## config.mk

```make
export PLATFORM = sky130hd
export DESIGN_NAME = bf_io_arbiter
export DESIGN_NICKNAME = d
export VERILOG_FILES = /design/src/rtl/bf_io_arbiter.sv
export SDC_FILE = /design/constraint.sdc
export NUM_CORES = 1
export LEC_CHECK = 0
export CAP_MARGIN = 30
export CORE_ASPECT_RATIO = 0.6
export CORE_MARGIN = 5
export CORE_UTILIZATION = 43
export DETAILED_ROUTE_END_ITERATION = 16
export PLACE_DENSITY = 0.95
export REMOVE_ABC_BUFFERS = 1
export SLEW_MARGIN = 40
export SYNTH_ARGS = -nofsm -noshare
export SYNTH_HDL_FRONTEND = slang
export SYNTH_SLANG_ARGS = --single-unit
```

## constraint.sdc

```tcl
create_clock -name clk -period 5.9 [get_ports clk]
set_clock_uncertainty 0.05 [all_clocks]
set_input_delay 1.18 -clock clk [delete_from_list [all_inputs] [get_ports clk]]
set_output_delay 1.18 -clock clk [all_outputs]
set_load 0.02 [all_outputs]
```

## src/rtl/bf_io_arbiter.sv

```systemverilog
// Round-robin merge of NUM_MACHINES output streams onto one tagged host stream, plus id-routed
// host input. Optional per-machine forwarded-word counters when BF_IO_ARB_STATS_EN is defined.
module bf_io_arbiter #(
    parameter int unsigned NUM_MACHINES = 4,
    parameter int unsigned WORD_SIZE    = 8,
    parameter int unsigned ID_W         = (NUM_MACHINES > 2) ? $clog2(NUM_MACHINES) : 1
) (
    input  logic                               clk,
    input  logic                               rst_n,
    input  logic [NUM_MACHINES*WORD_SIZE-1:0]  m_out_data,
    input  logic [NUM_MACHINES-1:0]            m_out_valid,
    output logic [NUM_MACHINES-1:0]            m_out_ready,
    output logic [WORD_SIZE-1:0]               host_out_data,
    output logic [ID_W-1:0]                    host_out_id,
    output logic                               host_out_valid,
    input  logic                               host_out_ready,
    input  logic [WORD_SIZE-1:0]               host_in_data,
    input  logic [ID_W-1:0]                    host_in_id,
    input  logic                               host_in_valid,
    output logic                               host_in_ready,
    output logic [WORD_SIZE-1:0]               m_in_data,
    output logic [NUM_MACHINES-1:0]            m_in_valid,
    input  logic [NUM_MACHINES-1:0]            m_in_ready,
    output logic                               err_bad_id,
    output logic [NUM_MACHINES*16-1:0]         stat_out_count
);

    localparam logic [0:0]      StEmpty = 1'b0;
    localparam logic [0:0]      StFull  = 1'b1;
    localparam logic [ID_W-1:0] LastId  = ID_W'(NUM_MACHINES - 1);

    // ---------------------------------------------------------------- output path
    logic [0:0]           ob_state_q, ob_state_d;
    logic [WORD_SIZE-1:0] ob_data_q, ob_data_d;
    logic [ID_W-1:0]      ob_id_q, ob_id_d;
    logic [ID_W-1:0]      last_grant_q, last_grant_d;

    logic                 can_load;
    logic                 ob_load;
    logic                 win_found;
    logic [ID_W-1:0]      win_id;
    logic [WORD_SIZE-1:0] win_data;

    assign can_load = (ob_state_q == StEmpty) || host_out_ready;
    assign ob_load  = rst_n && can_load && win_found;

    // Search starts just after the last grant so every pending requester waits at most one lap.
    always_comb begin
        int unsigned idx;
        idx       = 0;
        win_found = 1'b0;
        win_id    = '0;
        win_data  = '0;
        for (int unsigned k = 1; k <= NUM_MACHINES; k++) begin
            idx = (32'(last_grant_q) + k) % NUM_MACHINES;
            if (!win_found && m_out_valid[idx]) begin
                win_found = 1'b1;
                win_id    = ID_W'(idx);
                win_data  = m_out_data[idx*WORD_SIZE +: WORD_SIZE];
            end
        end
    end

    always_comb begin
        m_out_ready = '0;
        for (int unsigned i = 0; i < NUM_MACHINES; i++) begin
            if (ob_load && (32'(win_id) == i)) begin
                m_out_ready[i] = 1'b1;
            end
        end
    end

    always_comb begin
        ob_state_d   = ob_state_q;
        ob_data_d    = ob_data_q;
        ob_id_d      = ob_id_q;
        last_grant_d = last_grant_q;
        if (ob_load) begin
            ob_state_d   = StFull;
            ob_data_d    = win_data;
            ob_id_d      = win_id;
            last_grant_d = win_id;
        end else if ((ob_state_q == StFull) && host_out_ready) begin
            ob_state_d = StEmpty;
        end
    end

    always_ff @(posedge clk) begin
        if (!rst_n) begin
            ob_state_q   <= StEmpty;
            ob_data_q    <= '0;
            ob_id_q      <= '0;
            last_grant_q <= LastId;
        end else begin
            ob_state_q   <= ob_state_d;
            ob_data_q    <= ob_data_d;
            ob_id_q      <= ob_id_d;
            last_grant_q <= last_grant_d;
        end
    end

    assign host_out_valid = (ob_state_q == StFull);
    assign host_out_data  = ob_data_q;
    assign host_out_id    = ob_id_q;

    // ---------------------------------------------------------------- input path
    logic [0:0]           ib_state_q, ib_state_d;
    logic [WORD_SIZE-1:0] ib_data_q, ib_data_d;
    logic [ID_W-1:0]      ib_dest_q, ib_dest_d;
    logic                 err_q, err_d;

    logic                 in_accept;
    logic                 id_ok;
    logic                 dest_ready;

    // Ready depends only on registered state, never on downstream m_in_ready.
    assign host_in_ready = rst_n && (ib_state_q == StEmpty);
    assign in_accept     = host_in_valid && host_in_ready;
    assign id_ok         = (32'(host_in_id) < NUM_MACHINES);
    assign dest_ready    = |(m_in_valid & m_in_ready);

    always_comb begin
        m_in_valid = '0;
        for (int unsigned i = 0; i < NUM_MACHINES; i++) begin
            if ((ib_state_q == StFull) && (32'(ib_dest_q) == i)) begin
                m_in_valid[i] = 1'b1;
            end
        end
    end

    always_comb begin
        ib_state_d = ib_state_q;
        ib_data_d  = ib_data_q;
        ib_dest_d  = ib_dest_q;
        err_d      = err_q;
        if ((ib_state_q == StFull) && dest_ready) begin
            ib_state_d = StEmpty;
        end
        if (in_accept) begin
            if (id_ok) begin
                ib_state_d = StFull;
                ib_data_d  = host_in_data;
                ib_dest_d  = host_in_id;
            end else begin
                err_d = 1'b1;
            end
        end
    end

    always_ff @(posedge clk) begin
        if (!rst_n) begin
            ib_state_q <= StEmpty;
            ib_data_q  <= '0;
            ib_dest_q  <= '0;
            err_q      <= 1'b0;
        end else begin
            ib_state_q <= ib_state_d;
            ib_data_q  <= ib_data_d;
            ib_dest_q  <= ib_dest_d;
            err_q      <= err_d;
        end
    end

    assign m_in_data  = (ib_state_q == StFull) ? ib_data_q : '0;
    assign err_bad_id = err_q;

    // ---------------------------------------------------------------- statistics
`ifdef BF_IO_ARB_STATS_EN
    logic [NUM_MACHINES-1:0][15:0] cnt_q;

    always_ff @(posedge clk) begin
        if (!rst_n) begin
            cnt_q <= '0;
        end else begin
            for (int unsigned i = 0; i < NUM_MACHINES; i++) begin
                if (host_out_valid && host_out_ready && (32'(ob_id_q) == i) &&
                    (cnt_q[i] != 16'hFFFF)) begin
                    cnt_q[i] <= cnt_q[i] + 16'd1;
                end
            end
        end
    end

    assign stat_out_count = cnt_q;
`else
    assign stat_out_count = '0;
`endif

endmodule
```

==> run metrics <==
Post-synth top cells=buf_4, nor2_1, nand2_1, mux2_2, dfxtp_1; die area=7950 µm²; area grow syn2layout=22.6%; # rows=22; area leader, netlist=buf_4; CORE AREA=6080 µm²; status=complete, no violations; power density cells=187 nW/µm²; pin count of the biggest net entering global routing=50; post-CTS setup buffer count=0; Vias=2,494; most frequent cell after synthesis=buf_4; Inserted Clock Buffers=3; cell repeated most along the worst path=clkdlybuf4s50_1; post-synthesis sequential area ratio=18.0%; post-route ant nets=0; Post-synth top flop=dfxtp_1; initial DRC count=180; Critical Path Max Stage Delay=760 ps; Peak VDD IR=0.0774 mV; Setup crit end kind=primary output; distinct cell type count after synthesis=45; Hold-fix buffers, CTS=0; smallest setup slack after layout=1030 ps; GRT overflow=0; Slew HR=61.5%; synthesized area=2670 µm²; reg-to-reg slack, setup=3580 ps; post-cts resize count=0; DR DRC count=0; Syn. warnings=0; post-synthesis async set-or-reset flop share=0%; max_cap viols=0; Avg Inst Size Synth=7.57 µm²; slowest CP cell=clkdlybuf4s50_1; CTS tree=built; crit share post-route=82.6%; GRT busiest layer=met2; IO Count=147; Pins Over Slew Limit=0; antenna violations before repair=0; wire per inst=14.4 µm; CTS max path bufs=2; leak pwr=1.36 nW; CTS H-tree lvls=1; dpl ws=1060 ps; clk root buf=clkbuf_8; DRT Pass-1 Iters=5; CP Max Fanout=12; final setup vio count=0; layout cell share with drive strength beyond 1=9.93%; post-synthesis cell count=353; CTS sink count=24; RSZ-0062 raised after global routing=false; final hold vios=0; RePlAce Congestion=0.871; EDFF count, synth=0; Die Ht=71.1 µm; input/output buffers=81; CP Data Arrival Time=3640 ps; nets=468; Max Freq=205 MHz; met1 usage=21.6%; Worst-Margin Slew=577 ps; fillers=562; GR Layer Usage met3=5.04%; met2 usage=30.1%; Synth top area share=18.8%; Synth area leaders=buf_4, dfxtp_1, mux2_2, nor2_1, nand2_1; CP required=4670 ps; GR Util All Layers=17.1%; Final Critical Period=4870 ps; kind of critical path=input port to primary output; Starting Density=44.0%; clock latency on the worst-skew pair=260 ps; die extent in x=112 µm; Antenna Cells=0; CP cell instances=clkdlybuf4s50_1, or3b_2, o21ai_0, a21oi_2, nand3_1, a21oi_1, clkdlybuf4s50_1; Cells after DPL=493; first-pass GRT wire length=11.6 mm; clock transition at the registers of the reported paths=80 ps; Startpoint Class=input port; detailed-route vias per instance=5.02; setup_tns=0 ps; Routed WL=7.17 mm; Cell Count, Final, Fillers Out=497; detailed placement HPWL=5.66 mm; Hold WC Path Type=register to register; #FFs+latches synth=24; number of global-route vias before repair=2,408
==> stage by stage <==
| step | hold WS, ps | cell area, µm² | power (mW) | util (%) |
|---|---|---|---|---|
| 3_3_place_gp | 390 | 3220 | 0.489 | 53.0 |
| 4_1_cts | 411 | 3280 | 0.612 | 53.9 |
| 6_report | 406 | 3280 | 0.612 | 53.9 |
| 2_1_floorplan | 381 | 2290 | 0.388 | - |
| 5_1_grt | 448 | 3280 | 0.650 | 53.9 |
| 3_5_place_dp | 398 | 3220 | 0.498 | 53.0 |
==> final cells by class <==
class | instances | area [µm²] | share of cell area (%)
flip-flops and latches | 24 | 484 | 14.8
well taps | 84 | 105 | 3.20
repair buffers | 83 | 826 | 25.2
clock buffers | 4 | 55.1 | 1.68
inverters | 4 | 15.0 | 0.458
multi-input cells | 298 | 1790 | 54.7
==> cells in the final DEF, fill, tap and decap left out, types with 2 or more instances in the layout <==
master	n
nor3b_1	2
conb_1	65
nor3_1	12
and2_1	9
nand2_1	35
a211oi_1	9
mux2_2	25
inv_1	4
a211o_1	2
nand2b_1	5
dfxtp_1	23
mux2i_1	10
nand3b_1	2
mux4_2	2
buf_4	2
a21boi_0	2
a32o_1	8
a21oi_1	12
nand3_1	2
or3_1	8
o22a_1	8
o21ai_0	15
clkbuf_8	4
nor2_1	40
clkdlybuf4s50_1	81
o31ai_1	8
==> power breakdown <==
part | internal [mW] | switching (mW)
registers | 0.180 | 0.0241
clock network | 0.0596 | 0.0530
logic | 0.132 | 0.163
total | 0.372 | 0.240
==> worst max-delay path, delay by kind of cell <==
family          cells  cell delay [ps]
compound gates      3              730
simple gates        2              340
buf+inv             2             1390
==> per-layer routing <==
| metal | wire, µm | vias to the layer above |
|---|---|---|
| met4 | 45 | 0 |
| li1 | - | 1221 |
| met1 | 2930 | 1153 |
| met2 | 3560 | 112 |
| met3 | 635 | 8 |
| met5 | 0 | - |
==> flip-flops by register name, summed over array words and instances (netlist names) <==
name / flops
ib_state_q: 1
host_out_valid: 1
ib_data_q: 8
ib_dest_q: 2
last_grant_q: 2
host_out_id: 2
host_out_data: 8
==> path summary, 6_finish.rpt <==
| path | from | to | depth (start not counted) |
|---|---|---|---|
| worst max register to register | last_grant_q[0] | host_out_data[0] | 5 |
| worst min register to register | ib_data_q[0] | ib_data_q[0] | 2 |
| worst max-delay path | m_out_valid[3] | m_out_ready[2] | 7 |
| worst min-delay path | ib_data_q[0] | ib_data_q[0] | 2 |
==> kinds of logic after synthesis <==
| family | after synthesis | share of synthesized area (%) |
|---|---|---|
| AND/OR/NAND/NOR | 125 | 22.5 |
| buffers and inverters | 95 | 23.9 |
| AO/OA/AOI/OAI | 71 | 19.5 |
| multiplexers | 37 | 16.0 |
| flip-flops | 24 | 18.0 |
| other | 1 | 0.140 |
No activity file was read; power rests on OpenSTA's default activity.
